`src/rtl/fifo_pkg.sv`:
```
// Shared width defaults and the reader state encoding used by the
// fifo_reader block and its output buffer.
package fifo_pkg;

    localparam int F_WIDTH_DEF = 8;
    localparam int L_WIDTH_DEF = 8;

    typedef enum logic [1:0] {
        IDLE = 2'd0,
        RUN  = 2'd1,
        DONE = 2'd2
    } reader_state_t;

endpackage

```
`src/rtl/fifo_reader_buf.sv`:
```
// Two-entry in-order skid buffer between the upstream read data and the
// downstream valid/ready port.
module fifo_reader_buf
    import fifo_pkg::*;
#(
    parameter int W = F_WIDTH_DEF
) (
    input  logic         clk,
    input  logic         rst,
    input  logic         wr_en,
    input  logic [W-1:0] wr_data,
    output logic [W-1:0] rd_data,
    output logic         valid,
    input  logic         ready,
    output logic [1:0]   occupancy
);

    logic [W-1:0] mem [2];
    logic         wr_ptr;
    logic         rd_ptr;
    logic [1:0]   count;
    logic         xfer;

    assign xfer      = valid & ready;
    assign valid     = (count != 2'd0);
    assign occupancy = count;
    // Data is forced to zero when empty so stale words never leak out.
    assign rd_data   = valid ? mem[rd_ptr] : '0;

    always_ff @(posedge clk) begin
        if (rst) begin
            for (int i = 0; i < 2; i++) begin
                mem[i] <= '0;
            end
            wr_ptr <= 1'b0;
            rd_ptr <= 1'b0;
            count  <= 2'd0;
        end else begin
            if (wr_en) begin
                mem[wr_ptr] <= wr_data;
                wr_ptr      <= ~wr_ptr;
            end
            if (xfer) begin
                rd_ptr <= ~rd_ptr;
            end
            case ({wr_en, xfer})
                2'b10:   count <= count + 2'd1;
                2'b01:   count <= count - 2'd1;
                default: count <= count;
            endcase
        end
    end

endmodule

```
`src/rtl/fifo_reader.sv`:
```
// Burst reader: pulls len words from an upstream FIFO with one-cycle read
// latency and streams them out over a valid/ready port.
module fifo_reader
    import fifo_pkg::*;
#(
    parameter int F_WIDTH = F_WIDTH_DEF,
    parameter int L_WIDTH = L_WIDTH_DEF
) (
    input  logic               clk,
    input  logic               rst,
    input  logic               start,
    input  logic [L_WIDTH-1:0] len,
    input  logic               fifo_empty,
    input  logic [F_WIDTH-1:0] fifo_dout,
    output logic               fifo_deq,
    output logic [F_WIDTH-1:0] m_data,
    output logic               m_valid,
    input  logic               m_ready,
    output logic               busy,
    output logic               done
);

    reader_state_t      state;
    logic [L_WIDTH-1:0] len_q;
    logic [L_WIDTH-1:0] issued;
    logic [L_WIDTH-1:0] sent;
    logic               inflight;
    logic [1:0]         occupancy;
    logic               xfer;
    logic               last_xfer;
    logic [2:0]         committed;

    assign xfer      = m_valid & m_ready;
    assign last_xfer = xfer && (sent == len_q - 1'b1);

    // Buffer slots already spoken for: words held after this cycle's
    // downstream transfer plus the read still in flight. Counting the
    // departing word as free is what sustains one word per cycle.
    assign committed = {1'b0, occupancy} - {2'b00, xfer} + {2'b00, inflight};

    assign fifo_deq = !rst && (state == RUN) && !fifo_empty
                      && (issued < len_q) && (committed < 3'd2);

    always_ff @(posedge clk) begin
        if (rst) begin
            state    <= IDLE;
            len_q    <= '0;
            issued   <= '0;
            sent     <= '0;
            inflight <= 1'b0;
            busy     <= 1'b0;
            done     <= 1'b0;
        end else begin
            inflight <= fifo_deq;
            case (state)
                IDLE: begin
                    if (start) begin
                        len_q  <= len;
                        issued <= '0;
                        sent   <= '0;
                        if (len != '0) begin
                            state <= RUN;
                            busy  <= 1'b1;
                        end else begin
                            state <= DONE;
                            done  <= 1'b1;
                        end
                    end
                end
                RUN: begin
                    if (fifo_deq) begin
                        issued <= issued + 1'b1;
                    end
                    if (xfer) begin
                        sent <= sent + 1'b1;
                    end
                    if (last_xfer) begin
                        state <= DONE;
                        busy  <= 1'b0;
                        done  <= 1'b1;
                    end
                end
                DONE: begin
                    state <= IDLE;
                    done  <= 1'b0;
                end
                default: begin
                    state <= IDLE;
                    busy  <= 1'b0;
                    done  <= 1'b0;
                end
            endcase
        end
    end

    fifo_reader_buf #(
        .W(F_WIDTH)
    ) u_buf (
        .clk      (clk),
        .rst      (rst),
        .wr_en    (inflight),
        .wr_data  (fifo_dout),
        .rd_data  (m_data),
        .valid    (m_valid),
        .ready    (m_ready),
        .occupancy(occupancy)
    );

endmodule

```
`config.mk`:
```
export PLATFORM = sky130hd
export DESIGN_NAME = fifo_reader
export DESIGN_NICKNAME = d
export VERILOG_FILES = /design/src/rtl/fifo_pkg.sv /design/src/rtl/fifo_reader_buf.sv /design/src/rtl/fifo_reader.sv
export SDC_FILE = /design/constraint.sdc
export NUM_CORES = 1
export LEC_CHECK = 0
export BUFFER_PORTS_ARGS = -buffer_cell sky130_fd_sc_hd__buf_2
export CAP_MARGIN = 40
export CORE_UTILIZATION = 62
export DETAILED_ROUTE_END_ITERATION = 12
export GPL_ROUTABILITY_DRIVEN = 0
export HOLD_SLACK_MARGIN = 0.15
export PLACE_DENSITY = 0.92
export SKIP_LAST_GASP = 1
export SLEW_MARGIN = 30
export SYNTH_ARGS = -nofsm -noshare
export SYNTH_HDL_FRONTEND = slang
export SYNTH_SLANG_ARGS = --single-unit
export TNS_END_PERCENT = 100
```
`constraint.sdc`:
```
create_clock -name clk -period 6.7 [get_ports clk]
set_input_delay 0 -clock clk [delete_from_list [all_inputs] [get_ports clk]]
set_output_delay 0 -clock clk [all_outputs]
set_load 0.01 [all_outputs]
```
==> impl_metrics.ini, run 1 <==
[outcome]
status = finished, final reports clean

[timing]
finClkSkew_ns = 0.01046
worstMarginPinSlew_ns = 0.8099
fin_crit_ns = 3.075
slew_headroom_pct = 45.59
finalCritPeriodShare_pct = 45.89
rsz0062_at_grt = false
hold_viol = 0
holdWs_ns = 0.1782
drv_slew = 0
setup_violations = 0
setup_ws_ns = 3.625
max_freq_mhz = 325.2
finalSetupTns_ns = 0

[pwr]
power_leakage_nw = 1.294
power_density_nw_per_um2 = 208.2
ir_worst_vdd_uv = 169.5

[final_layout]
fin_area_sq_um = 3188
final_cell_mix = dfxtp_1 (34), buf_2 (33), nor2_1 (31), nand2_1 (30), dlygate4sd3_1 (24)
final_common_cell = dfxtp_1
area_growth_pct = 20.93
drive_gt1_share_pct = 14.58
fin_cells = 393
diodes = 0
layout.nets = 376

[grt]
grt_max_degree = 27
overflow = 0
grt_usage_pct = 30.19
grt_pass1_wl_microns = 9756
antenna_found_initial = 0
grt_pass1_vias = 2124

[setup_path]
startpoint = u_buf.occupancy[1]
r2r_start = u_buf.occupancy[1]
critPathKind = reg2out
r2r_cells = 10
r2r_end = issued[6]
cp-start-kind = flip-flop
cp_max_fo = 10
cp.arrival_ns = 3.07
critPathCaptureType = output port
required_ns = 6.70
r2r_slack_ns = 3.70
endpoint = fifo_deq

[clocking]
clock_latency_ns = 0.31
h-tree-depth = 2
numClockSinks = 50
cts_tree = yes
cts.clk_slew.worst_paths_ns = 0.08
cts-root-buf = clkbuf_8
clock_path_buffers = 2
cts_resized = 0
cts_buffers = 5
holdBufCountCts = 24
post_cts_buffers = 0

[logic_synthesis]
synth_xor_area_share_pct = 6.645
synth_adder_area_share_pct = 6.455
avgSynthCellArea_sq_um = 9.186
synth_simple_gate_area_share_pct = 23.30
synth_top_family_by_area = simple AND/OR/NAND/NOR gates
synth_compound_gate_area_share_pct = 11.77
yosys_most_used_dff = dfxtp_1
synth_top_cell_by_area = dfxtp_1
netlist.area_leader.share_pct = 25.82
synth-edff-count = 16
synth-seq-cells = 50
yosysSeqAreaShare_pct = 44.04
synthMuxAreaShare_pct = 3.797
ys_warn_count = 0
syn_inst = 287
yosysUniqueCellTypes = 48
synthTopCellsByArea = dfxtp_1 (26%), edfxtp_1 (18%), ha_1 (5.7%)
ys_async_sr_fraction_pct = 0
synth_area_sq_um = 2636
syn_nets = 321

[placed_design]
placed_cells = 360
place.detailed.hpwl_microns = 3895
dpl_worst_slack_ns = 3.843
post_dp_cell_area_sq_um = 2829
port_buffers = 32

[drt]
drc_errors = 0
avgRoutedWirePerCell_microns = 15.82
num_vias = 2248
ant_nets = 0
viasPerCell = 5.720
drt_wl_total_microns = 6217
drtPass1Iterations = 4
drt-initial-drc-count = 138

[die]
dieArea_sq_um = 4517
start_util_pct = 65.43
dieWidth_microns = 67.21
fp.dieH_microns = 67.21
rows = 23
io_pins = 33
core_sq_um = 4029

[job]
drv_cap = 0

[hold_path]
hold_class = in2reg
worst max-delay path, stage by stage (launching register included):
cell and delay [ns]:
dfxtp_1 0.38, o21ai_1 0.42, inv_1 0.13, ha_1 0.30
nor2_1 0.12, fa_1 0.43, nor4_1 0.19, nand3_1 0.18
a21oi_2 0.39, buf_2 0.22
synthesized netlist by cell type (all sizes together), types with 2 or more instances:
cell and number:
a2111oi 2, a211oi 2, a21o 3, a21oi 20, and2 17, and3 2, and4 2, clkbuf 10
dfxtp 34, edfxtp 16, ha 12, inv 18, mux2i 10, nand2 30, nand2b 6, nand3 2
nand3b 2, nand4 4, nor2 31, nor3 9, nor3b 2, nor4 4, o211ai 2, o21a 2
o21ai 7, or2 2, or3 3, xnor2 9, xor2 11
state kept, by name, summed over array words and instances (netlist names), named ones only:
register	cells
u_buf.mem	16
issued	8
len_q	8
sent	8
state	2
u_buf.occupancy	2
busy	1
done	1
inflight	1
u_buf.rd_ptr	1
u_buf.wr_ptr	1
cell families (layout without fill, tap and decap cells):
family | count (synthesis) | count (layout)
and+or+nand+nor | 120 | 120
DFF | 50 | 50
AOI/OAI and AO/OA | 46 | 46
buffers and inverters | 28 | 84
xor gates and xnor gates | 20 | 20
adders and majority gates | 13 | 13
muxes | 10 | 10
stage by stage:
step                utilization (%)  total power (W)
CTS                           79.01        0.0006616
global placement              70.22        0.0004385
finish                        79.13        0.0006637
floorplan                         -        0.0004129
detailed placement            70.22        0.0004424
global route                  79.13        0.0006917
power breakdown:
group / internal (W) / total (W) / switching (W)
Clock: 0.000111 / 0.000212 / 0.000101
Combinational: 0.0000505 / 0.000112 / 0.0000611
Sequential: 0.000325 / 0.000340 / 0.0000149
area by class of cell:
class / instances / area, sq um
Tap cell: 50 / 62.56
Multi-Input combinational cell: 209 / 1370
Timing Repair Buffer: 58 / 412.9
Clock inverter: 3 / 45.04
Fill cell: 239 / 840.8
Inverter: 18 / 67.56
Clock buffer: 5 / 68.82
Sequential cell: 50 / 1161
how the worst min path moves through the flow:
| stage | depth (start not counted) | slack [ns] | endpoint | from |
|---|---|---|---|---|
| 2_1_floorplan | 2 | 0.14 | len_q[7] | len[7] |
| 5_1_grt | 3 | 0.15 | state[1] | start |
| 4_1_cts | 3 | 0.16 | state[1] | start |
| 3_3_place_gp | 3 | 0.25 | len_q[3] | len[3] |
| 3_5_place_dp | 3 | 0.26 | len_q[2] | len[2] |
| 6_report | 3 | 0.18 | state[1] | start |
layer usage:
| layer | vias to the layer above | GRT usage (%) | wire length [microns] |
|---|---|---|---|
| met5 | - | 0 | 0 |
| met4 | 0 | 12.23 | 169 |
| met3 | 16 | 7.432 | 327 |
| met2 | 78 | 55.63 | 3216 |
| met1 | 1056 | 32.65 | 2503 |
| li1 | 1098 | - | - |
No activity file was read; power rests on OpenSTA's default activity.
==> run 2, diff against run 1 <==
- CORE_UTILIZATION: 62 -> 52
- PLACE_DENSITY: 0.92 -> 0.84
- clock period: 6.7 -> 2.59 ns (I/O delays scaled with it)
==> run 2 against run 1 <==
  * Clock skew barely moved
  * Routed wire length decreased by 2.9%
  * Cell count grew 5.9%
  * Worst setup slack worse by 3.6 ns
  * Die area increased by 19%
  * Worst hold slack worse by 0.016 ns
  * Largest power group unchanged
  * Sequential cell count unchanged
  * Non-clock buffer count is 6 higher
==> impl_metrics.ini, run 2 (same netlist as run 1, synthesis figures left out) <==
[outcome]
status = finished, final reports clean

[timing]
finClkSkew_ns = 0.01046
finalCritPeriodShare_pct = 97.40
fin_crit_ns = 2.523
drv_slew = 0
hold_viol = 0
rsz0062_at_grt = false
slew_headroom_pct = 50.03
finalSetupTns_ns = 0
max_freq_mhz = 396.4
setup_violations = 0
worstMarginPinSlew_ns = 0.7438

[final_layout]
diodes = 0
largest_reg_flops = 16
regMostFlops = u_buf.mem
drive_gt1_share_pct = 16.05
finalCoreUtilization_pct = 68.34
final_common_cell = dfxtp_1
layout.nets = 382
final_cell_mix = dfxtp_1 (33), buf_2 (32), nor2_1 (31), nand2_1 (30), dlygate4sd3_1 (26)
area_growth_pct = 24.06

[drt]
drt-initial-drc-count = 133
drt_wl_total_microns = 6039
ant_nets = 0
drc_errors = 0
drtPass1Iterations = 4
num_vias = 2229
avgRoutedWirePerCell_microns = 14.52
viasPerCell = 5.358

[pwr]
power_leakage_nw = 1.331
ir_worst_vdd_uv = 338.6
power_density_nw_per_um2 = 509.0

[setup_path]
critPathCaptureType = output port
cp.arrival_ns = 2.52
crit_path_top_delay_cell = fa_1
r2r_start = u_buf.occupancy[0]
cp_max_fo = 5
path_buf_inv = 2
cpLargestDelayFamily = adder cells
startpoint = u_buf.occupancy[0]
cp-start-kind = flip-flop
required_ns = 2.59
slowest_delay_ns = 0.42
path_cells = o21ai_2 -> inv_1 -> ha_1 -> nor2_1 -> fa_1 -> nor4_1 -> nand3_1 -> a21oi_4 -> buf_2
critPathKind = reg2out

[grt]
overflow = 0
grt_max_degree = 27
grt_pass1_vias = 2135
antenna_found_initial = 0
grt_pass1_wl_microns = 9494
grt_usage_pct = 23.65

[clocking]
cts.clk_slew.worst_paths_ns = 0.09
cts_buffers = 5
clock_latency_ns = 0.31
cts_tree = yes
cts-root-buf = clkbuf_8
numClockSinks = 50
clock_path_buffers = 2
h-tree-depth = 2

[die]
io_pins = 33
fp.dieH_microns = 73.20
dieArea_sq_um = 5358
rows = 25
core_sq_um = 4786
dieWidth_microns = 73.20
start_util_pct = 55.08

[placed_design]
port_buffers = 32
place.detailed.hpwl_microns = 4029

[hold_path]
hold_class = in2reg
min_from = start

[job]
drv_cap = 0
run 2: cell count changes in the layout (fill, tap and decap cells not counted), sizes merged:
cell and change:
buf +4, clkinv +2, clkinvlp -2, dlygate4sd3 +2
bufinv -1, inv +1
run 2: worst reg2reg max path, cell delays in order (launching register included):
cell     delay [ns]
dfxtp_2        0.36
o21ai_2        0.13
inv_1          0.08
ha_1           0.28
nor2_1         0.12
fa_1           0.42
nor4_1         0.19
nand3_1        0.23
a21oi_4        0.24
buf_12         0.13
a31o_2         0.14
a21oi_1        0.05
run 2: worst paths after layout:
| check | end | slack (ns) | cells after the start |
|---|---|---|---|
| hold reg to reg | issued[7] | 0.47 | 1 |
| hold / removal | state[1] | 0.16 | 3 |
| setup reg to reg | issued[4] | 0.09 | 11 |
| setup / recovery | fifo_deq | 0.07 | 9 |
run 2: power breakdown:
part | switching (W) | total [W] | internal [W]
registers | 0.0000377 | 0.000880 | 0.000842
logic | 0.000163 | 0.000302 | 0.000139
clock network | 0.000282 | 0.000482 | 0.000200
total | 0.000482 | 0.00166 | 0.00118
run 2: final cells by class:
cell class / instances / area, sq um
clock buffers: 5 / 68.82
clock inverters: 3 / 28.78
fillers: 365 / 1515
inverters: 18 / 67.56
multi-input cells: 209 / 1381
flip-flops and latches: 50 / 1162
well taps: 67 / 83.83
repair buffers: 64 / 478.0
run 2: what timing repair did:
action,CTS,global route
endpoints found under the setup margin,1,5
gates resized for setup,0,1
cloned,0,0
buffers inserted,2,0
pin swaps,0,1
hold buffers,26,0
endpoints found under the hold margin,34,0
run 2: metal layers:
metal,up-vias,routed length [microns],global-route usage [%]
met4,0,138,7.190
li1,1112,-,-
met3,15,281,6.354
met1,1038,2726,29.77
met2,64,2892,39.51
met5,-,0,0
run 2: metrics by stage:
stage / worst slack [ns] / cells / power [W] / hold WS [ns] / area (sq um)
floorplan: 0.03625 / 287 / 0.001072 / 0.1360 / 2648
global placement: 0.1852 / 380 / 0.001143 / 0.2555 / 2884
detailed placement: 0.08086 / 380 / 0.001155 / 0.2624 / 2884
CTS: 0.07191 / 416 / 0.001664 / 0.1614 / 3269
global route: 0.003854 / 416 / 0.001745 / 0.1800 / 3271
finish: 0.06723 / 416 / 0.001665 / 0.1623 / 3271
==> run 3, diff against run 2 <==
- ABC_AREA: default -> 1
- PLACE_DENSITY: 0.84 -> 0.83
==> run 3 against run 2 <==
  * Worst hold slack improved by 0.30 ns
  * Clock skew down 0.0017 ns
  * Clock power rose by 10%
  * Total power up 11%
  * Non-clock buffer count is 10 lower
  * Clock-buffer cell count increased by 1
  * Die area up 3.2%
  * Highest routed layer unchanged
  * Sequential power rose by 1%
  * Via count rose by 13%
  * Critical endpoint unchanged
==> impl_metrics.ini, run 3 <==
[timing]
finClkSkew_ns = 0.008812
rsz0062_at_grt = false
max_freq_mhz = 416.4
finalSetupTns_ns = 0
drv_slew = 0
finalCritPeriodShare_pct = 92.73
hold_viol = 0
setup_violations = 0
fin_crit_ns = 2.402
worstMarginPinSlew_ns = 0.4957
holdWs_ns = 0.4667
slew_headroom_pct = 66.83

[clocking]
cts.clk_slew.worst_paths_ns = 0.10
clock_path_buffers = 2
cts_tree = yes
cts_buffers = 5
cts-root-buf = clkbuf_8
h-tree-depth = 2
numClockSinks = 50
clock_latency_ns = 0.31

[final_layout]
area_growth_pct = 20.26
drive_gt1_share_pct = 15.05
final_common_cell = nand2_1
final_cell_mix = nand2_1 (63), inv_1 (48), nor2_1 (47), a21oi_1 (39)
final.fill_count = 400
largest_reg_flops = 16
diodes = 0
fin_area_sq_um = 3276
layout.nets = 445
regMostFlops = u_buf.mem

[setup_path]
r2r_slack_ns = 0.26
critPathKind = reg2out
cp-start-kind = flip-flop
critPathCaptureType = output port
crit_path_top_delay_cell = fa_1
path_cells = nor2_4 -> nor2_8 -> ha_1 -> nor2_1 -> fa_1 -> nor2_1 -> nand4_4 -> inv_1 -> buf_2
cp.arrival_ns = 2.40
required_ns = 2.59
cp_max_fo = 9
slowest_delay_ns = 0.43
cp_common_cell = nor2_1
r2r_cells = 10

[logic_synthesis]
yosysUniqueCellTypes = 32
syn_inst = 355
synth-edff-count = 16
ys_async_sr_fraction_pct = 0
avgSynthCellArea_sq_um = 7.673
netlist.area_leader.share_pct = 24.99
yosys.cell_count.top_type = nand2_1
synth_area_sq_um = 2724
synthTopCellsByArea = dfxtp_1 (25%), edfxtp_1 (18%), nand2_1 (8.7%)
ys_warn_count = 0
yosys-top-cells-count = nand2_1 (63), inv_1 (48), nor2_1 (47)
synth_top_cell_by_area = dfxtp_1
yosys_most_used_dff = dfxtp_1
synth-seq-cells = 50
syn_nets = 389
yosysSeqAreaShare_pct = 42.63

[hold_path]
hold_depth = 1
hold_class = reg2reg

[die]
dieWidth_microns = 74.38
core_sq_um = 4880
dieArea_sq_um = 5532
io_pins = 33
fp.dieH_microns = 74.38
rows = 25
start_util_pct = 55.82

[outcome]
status = finished, final reports clean

[drt]
viasPerCell = 5.242
avgRoutedWirePerCell_microns = 12.52
drtPass1Iterations = 4
top_layer = met4
dr_wl_met3_microns = 269
drt_wl_total_microns = 5996
drt-initial-drc-count = 132
ant_nets = 0
num_vias = 2511
dr_wl_met2_microns = 3025
drc_errors = 0
wl_met1_microns = 2568

[pwr]
power_density_nw_per_um2 = 564.4
ir_worst_vdd_uv = 344.4
power_leakage_nw = 1.494

[grt]
grt_usage_pct = 24.00
grt_pass1_vias = 2387
antenna_found_initial = 0
grt_pass1_wl_microns = 10050
grt_max_degree = 27
overflow = 0

[placed_design]
place.detailed.hpwl_microns = 4264
post_dp_cell_area_sq_um = 2962
port_buffers = 32

[job]
drv_cap = 0
run 3: stage by stage:
step                      cells  setup slack (ns)  util, %  total power [W]
final                       479            0.1883    67.13         0.001849
after global routing        479          0.001118    67.13         0.001937
after CTS                   479            0.1527    67.08         0.001849
after detailed placement    451            0.2430    60.69         0.001307
after global placement      451            0.3431    60.69         0.001287
after floorplan             355            0.3790        -         0.001195
run 3: path summary, 6_finish.rpt:
path                                    startpoint           end
worst max-delay path            u_buf.occupancy[1]      fifo_deq
worst min-delay path                  u_buf.rd_ptr  u_buf.rd_ptr
worst max register to register  u_buf.occupancy[1]     issued[3]
worst min register to register        u_buf.rd_ptr  u_buf.rd_ptr
run 3: layout make-up:
type	instances	area, sq um	share of cell area [%]
Clock buffer	6	93.84	2.865
Clock inverter	2	17.52	0.5348
Inverter	52	195.2	5.959
Multi-Input combinational cell	248	1346	41.10
Sequential cell	50	1164	35.52
Tap cell	67	83.83	2.559
Timing Repair Buffer	54	375.4	11.46
run 3: cell families after synthesis:
kind of cell / share of synthesized area, %
AND/OR/NAND/NOR: 28.76
AO/OA/AOI/OAI: 11.21
flip-flops: 42.63
XOR/XNOR: 3.215
buffers and inverters: 7.946
adder cells (fa/ha/maj): 6.247
run 3: power breakdown:
part	internal, W	switching [W]	total [W]
clock network	0.000254	0.000278	0.000532
registers	0.000856	0.0000371	0.000893
logic	0.000159	0.000265	0.000423
run 3: worst max-delay path, delay by kind of cell (launching register included):
kind / cells / cell delay, ns
simple gates: 5 / 0.79
fa+ha+maj: 2 / 0.70
flops: 1 / 0.36
buf+inv: 2 / 0.23
run 3: metal layers:
metal	GRT usage, %	up-vias
met5	0	-
met4	10.06	0
met3	3.930	13
met2	42.84	69
met1	28.47	1164
li1	-	1265
run 3: what timing repair did:
item,CTS,global route
hold buffers,20,0
endpoints found under the hold margin,34,0
resized for setup,0,2
buffers inserted,0,0
endpoints found under the setup margin,0,2
